--- src/rtl/conv_pkg.sv ---
// Shared operand types and default sizing for the conv core datapath.
package conv_pkg;
   localparam int FEED_IFM_WIDTH = 80;
   localparam int FEED_WGT_WIDTH = 24;
   localparam int FEED_DEPTH     = 4;

   typedef logic [FEED_IFM_WIDTH-1:0] ifm_t;
   typedef logic [FEED_WGT_WIDTH-1:0] wgt_t;
endpackage

--- src/rtl/feeder_fifo.sv ---
// Synchronous FIFO with valid/ready push side and a registered head word
// that is loaded only when a pop request finds data available.
module feeder_fifo #(
   parameter int WIDTH = 8,
   parameter int DEPTH = 4
) (
   input  logic                       clk,
   input  logic                       rstn,
   input  logic                       push_valid,
   input  logic [WIDTH-1:0]           push_data,
   output logic                       push_ready,
   input  logic                       pop_req,
   output logic                       popped,
   output logic [WIDTH-1:0]           head,
   output logic [$clog2(DEPTH):0]     level
);
   localparam int AW = $clog2(DEPTH);

   logic [AW:0]      wr_ptr;
   logic [AW:0]      rd_ptr;
   logic [WIDTH-1:0] mem [DEPTH];
   logic             push;

   // Pointers carry one extra bit so full and empty are distinguishable.
   assign level      = wr_ptr - rd_ptr;
   assign push_ready = (level != (AW+1)'(DEPTH));
   assign push       = push_valid && push_ready;
   assign popped     = pop_req && (level != '0);

   always_ff @(posedge clk or negedge rstn) begin
      if (!rstn) begin
         wr_ptr <= '0;
         rd_ptr <= '0;
         head   <= '0;
      end else begin
         if (push) wr_ptr <= wr_ptr + 1'b1;
         if (popped) begin
            rd_ptr <= rd_ptr + 1'b1;
            head   <= mem[rd_ptr[AW-1:0]];
         end
      end
   end

   // NOTE: storage has no reset; resetting the pointers already makes every entry invalid.
   always_ff @(posedge clk) begin
      if (push) mem[wr_ptr[AW-1:0]] <= push_data;
   end
endmodule

--- src/rtl/conv_feeder.sv ---
// Operand feeder: two independent FIFOs answering the conv core's read strobes,
// plus per-channel sticky underflow flags and served-word counters.
module conv_feeder import conv_pkg::*; #(
   parameter int IFM_WIDTH = FEED_IFM_WIDTH,
   parameter int WGT_WIDTH = FEED_WGT_WIDTH,
   parameter int DEPTH     = FEED_DEPTH,
   parameter int CNT_WIDTH = 16
) (
   input  logic                     clk,
   input  logic                     rstn,
   input  logic                     start_conv,
   input  logic                     s_ifm_valid,
   output logic                     s_ifm_ready,
   input  logic [IFM_WIDTH-1:0]     s_ifm_data,
   input  logic                     s_wgt_valid,
   output logic                     s_wgt_ready,
   input  logic [WGT_WIDTH-1:0]     s_wgt_data,
   input  logic                     ifm_read,
   input  logic                     wgt_read,
   output logic [IFM_WIDTH-1:0]     ifm_group,
   output logic [WGT_WIDTH-1:0]     wgt_group,
   output logic [$clog2(DEPTH):0]   ifm_level,
   output logic [$clog2(DEPTH):0]   wgt_level,
   output logic                     ifm_underflow,
   output logic                     wgt_underflow,
   output logic [CNT_WIDTH-1:0]     ifm_served,
   output logic [CNT_WIDTH-1:0]     wgt_served
);
   logic ifm_pop, wgt_pop;
   logic ifm_starved, wgt_starved;

   feeder_fifo #(.WIDTH(IFM_WIDTH), .DEPTH(DEPTH)) u_ifm_fifo (
      .clk        (clk),
      .rstn       (rstn),
      .push_valid (s_ifm_valid),
      .push_data  (s_ifm_data),
      .push_ready (s_ifm_ready),
      .pop_req    (ifm_read),
      .popped     (ifm_pop),
      .head       (ifm_group),
      .level      (ifm_level)
   );

   feeder_fifo #(.WIDTH(WGT_WIDTH), .DEPTH(DEPTH)) u_wgt_fifo (
      .clk        (clk),
      .rstn       (rstn),
      .push_valid (s_wgt_valid),
      .push_data  (s_wgt_data),
      .push_ready (s_wgt_ready),
      .pop_req    (wgt_read),
      .popped     (wgt_pop),
      .head       (wgt_group),
      .level      (wgt_level)
   );

   assign ifm_starved = ifm_read && (ifm_level == '0);
   assign wgt_starved = wgt_read && (wgt_level == '0);

   // start_conv clears, but an underflow or pop in the same cycle still counts.
   always_ff @(posedge clk or negedge rstn) begin
      if (!rstn) begin
         ifm_underflow <= 1'b0;
         wgt_underflow <= 1'b0;
         ifm_served    <= '0;
         wgt_served    <= '0;
      end else if (start_conv) begin
         ifm_underflow <= ifm_starved;
         wgt_underflow <= wgt_starved;
         ifm_served    <= CNT_WIDTH'(ifm_pop);
         wgt_served    <= CNT_WIDTH'(wgt_pop);
      end else begin
         ifm_underflow <= ifm_underflow | ifm_starved;
         wgt_underflow <= wgt_underflow | wgt_starved;
         ifm_served    <= ifm_served + CNT_WIDTH'(ifm_pop);
         wgt_served    <= wgt_served + CNT_WIDTH'(wgt_pop);
      end
   end
endmodule
--- config.mk ---
export PLATFORM = sky130hd
export DESIGN_NAME = conv_feeder
export DESIGN_NICKNAME = d
export VERILOG_FILES = /design/src/rtl/conv_pkg.sv /design/src/rtl/feeder_fifo.sv /design/src/rtl/conv_feeder.sv
export SDC_FILE = /design/constraint.sdc
export NUM_CORES = 1
export LEC_CHECK = 0
export CORE_ASPECT_RATIO = 0.9
export CORE_UTILIZATION = 50
export DETAILED_ROUTE_END_ITERATION = 7
export PLACE_DENSITY = 0.74
export SYNTH_ARGS = -nofsm -noshare
export SYNTH_HDL_FRONTEND = slang
export SYNTH_HIERARCHICAL = 1
export SYNTH_SLANG_ARGS = --single-unit
--- constraint.sdc ---
create_clock -name clk -period 3.8 [get_ports clk]
set_clock_uncertainty 0.05 [all_clocks]
set_input_delay 0.76 -clock clk [delete_from_list [all_inputs] [get_ports clk]]
set_output_delay 0.76 -clock clk [all_outputs]
set_load 0.02 [all_outputs]
==> out/summary.md <==
• 416 — Post-synth EDFFs
• 0 — final slew viol count
• 0 — Final ANT Viol Nets
• 10 — worst-path fanout max
• 2989 — number of filler instances in the final layout
• 0 — max cap viols
• 566 — register bit total from synthesis
• 0.245 — Max-slew headroom
• flop — crit path launch type
• 670 ps — setup slack of the most critical reg-to-reg path
• false — unrepaired setup endpoints after global routing
• 1448 — number of nets in the final layout
• 0 — count of endpoints failing setup in the final report
• 0 — total global routing overflow
• edfxtp_1 — most frequent cell after synthesis
• 857 nW/µm² — power density of the placed cells
• edfxtp_1, dfrtp_1, mux4_2 — cells taking the most area after synthesis
• 9 — initial antenna violation count
• 0.529 mV — highest ir drop seen on vdd
• 0.247 — met1 track demand over resource
• u_ifm_fifo/rd_ptr[0] — r2r startpoint
• ifm_served[15] — Critical R2R Capture
• 0.816 — gp weighted congestion
• 23.0 mW — overall power
• 2 — htree depth
• 0.745 — part of the Yosys area used for sequential elements
• met2 — busiest layer in global routing
• input port to async pin — Hold/Removal Path Class
• 65.5 mm — wire length of the first global-routing pass
• 72 — std cell rows
• 0 ps — accumulated negative setup slack
• 3610 ps — clock period minus worst slack
• 0.265 — share of flip-flops with an asynchronous set or reset after synthesis
• 41.8 mm — wirelength, routed
• edfxtp_1, dfrtp_1, mux4_2, mux2_4, mux2_2 — Synth top cells by count
• built — CTS tree
• 0.277 GHz — achievable clock frequency
• 0 — DRC violation count after routing
• 2800 ps — worst endpoint data arrival time
• 549 — Iteration-0 DRC Markers
• 1130 ps — slew of the pin with the lowest slew margin
• 566 — Clock Sinks
• output pin — capturing element type of the critical path
• 9 — worst reg2reg path depth
• clkbuf_16 — buffer cell driving the clock tree root
• 0 — number of hold-slack violations in the final timing report
• edfxtp_1 — cell type with the highest aggregate area in the netlist
• 21.4 µm² — average cell area after synthesis
• u_ifm_fifo/rd_ptr[0] — start point of the critical path
• 3 — Longest Clk Path Bufs
• 83 — pin count of the biggest net entering global routing
• 60 ps — clock transition time at the flip-flop clock pins of the worst setup and hold paths
• flop to output pin — Worst Setup Path Type
• 200 µm — vertical die dimension
• 0.950 — part of the cycle the worst path needs
• 222 µm — die outline width
• edfxtp_1 — flip-flop cell with the highest count after synthesis
• 25.5 mm — half-perimeter wire length after placement
• 40 — Synth cell types
• 0.573 — Synth top area share
• 0.194 — global routing usage summed across all routing layers
• 11283 — via count of the first global-routing pass
• 5 — number of iterations in the first detailed-routing pass
• 5210 µm² — area used by multi-input combinational logic
• 16300 µm² — register cell area after layout
• ifm_level[2] — capturing instance or port of the critical path
• 0 — setup fix buffers added after clock tree synthesis
• 0.0619 — met3 Use GR
• 1150 — nets in the synthesized netlist
• 0.508 — starting density of the core
• 10603 — via count
• 6 — count of yosys warnings during synthesis
• 21800 µm² — cell area after technology mapping
• 44500 µm² — total die area
• 1021 — Post-Syn Instances
• 43000 µm² — core footprint
• 600 ps — clock latency on the worst-skew pair
• 0.253 — fraction of final layout cells sized beyond drive strength 1
• 0.323 — met2 Resource Use GR
• 257 — number of placed I/O pins
• 0.626 — final design utilization
• 9.60 nW — Leak
• 5.51 — drt via density
• 21.7 µm — Routed WL per cell
• 55 — number of buffers inserted during clock tree synthesis
• 256 — number of buffers added on ports
• 2990 ps — required time of the critical path
• finished, final reports clean — status
• 23.2% — synthesis-to-finish area growth
==> state kept, by name, indices dropped and copies added (netlist names) <==
| name | cells |
|---|---|
| u_wgt_fifo/wr_ptr | 3 |
| u_wgt_fifo/mem | 96 |
| u_ifm_fifo/head | 80 |
| ifm_underflow | 1 |
| u_wgt_fifo/head | 24 |
| u_ifm_fifo/rd_ptr | 3 |
| wgt_underflow | 1 |
| u_wgt_fifo/rd_ptr | 3 |
| wgt_served | 16 |
| u_ifm_fifo/wr_ptr | 3 |
| ifm_served | 16 |
| u_ifm_fifo/mem | 320 |
==> final cells by class <==
type | instances | area share
Sequential cell | 566 | 0.605
Multi-Input combinational cell | 397 | 0.194
Timing Repair Buffer | 282 | 0.107
Clock buffer | 75 | 0.0559
Tap cell | 555 | 0.0258
Clock inverter | 29 | 0.00977
Inverter | 17 | 0.00237
Antenna cell | 3 | 0.000279
==> cell families after synthesis <==
logic type      count (synthesis)  synth area share
compound gates                 34            0.0102
xor+xnor                       18           0.00872
simple gates                  103            0.0263
fa+ha+maj                      18            0.0110
mux                           224             0.181
flops                         566             0.745
buf+inv                        58            0.0176
==> cells in the final DEF, fill, tap and decap left out, types with 17 or more instances in the layout <==
cell type        count
clkdlybuf4s50_1    253
mux2_2              49
clkbuf_16           56
edfxtp_1           416
dfrtp_1            147
mux4_2             104
nor2_1              18
mux2_4              70
inv_1               17
nand2_1             17
==> critical path: stages (launching register included) <==
cell,delay (ps)
dfrtp_4,570
ha_1,220
fa_1,440
xor3_2,320
clkdlybuf4s50_1,650
==> worst min path at each step <==
stage | from | to | slack [ps] | cells past startpoint
after floorplan | rstn | ifm_served[0] | 410 | 0
after global placement | u_wgt_fifo/head[17] | u_wgt_fifo/head[17] | 440 | 1
after detailed placement | u_wgt_fifo/head[7] | u_wgt_fifo/head[7] | 440 | 1
after CTS | rstn | ifm_served[8] | 180 | 1
after global routing | rstn | ifm_served[14] | 220 | 1
final | rstn | ifm_served[14] | 180 | 1
==> timing repair <==
action	CTS	global route
gates resized for setup	1	1
endpoints found under the setup margin	1	1
hold buffers	0	0
==> report_power, final <==
| group | switching (mW) | internal, mW |
|---|---|---|
| combinational | 4.01 | 4.37 |
| sequential | 0.739 | 8.63 |
| clock | 2.24 | 3.04 |
==> metrics by stage <==
stage                     instance area [µm²]  std cells  hold slack, ps  setup WS (ps)
after global routing                    26900       1922             223           89.2
after detailed placement                25100       1817             442            617
after global placement                  25100       1817             439            654
after floorplan                         21800       1021             414            542
after CTS                               26900       1921             178           90.4
final                                   26900       1924             180            189
==> metal layers <==
layer	up-vias	routed length, µm
met5	-	98
met1	5528	16900
met4	14	712
met3	74	3370
li1	4681	-
met2	306	20800
No activity file was read; power rests on OpenSTA's default activity.
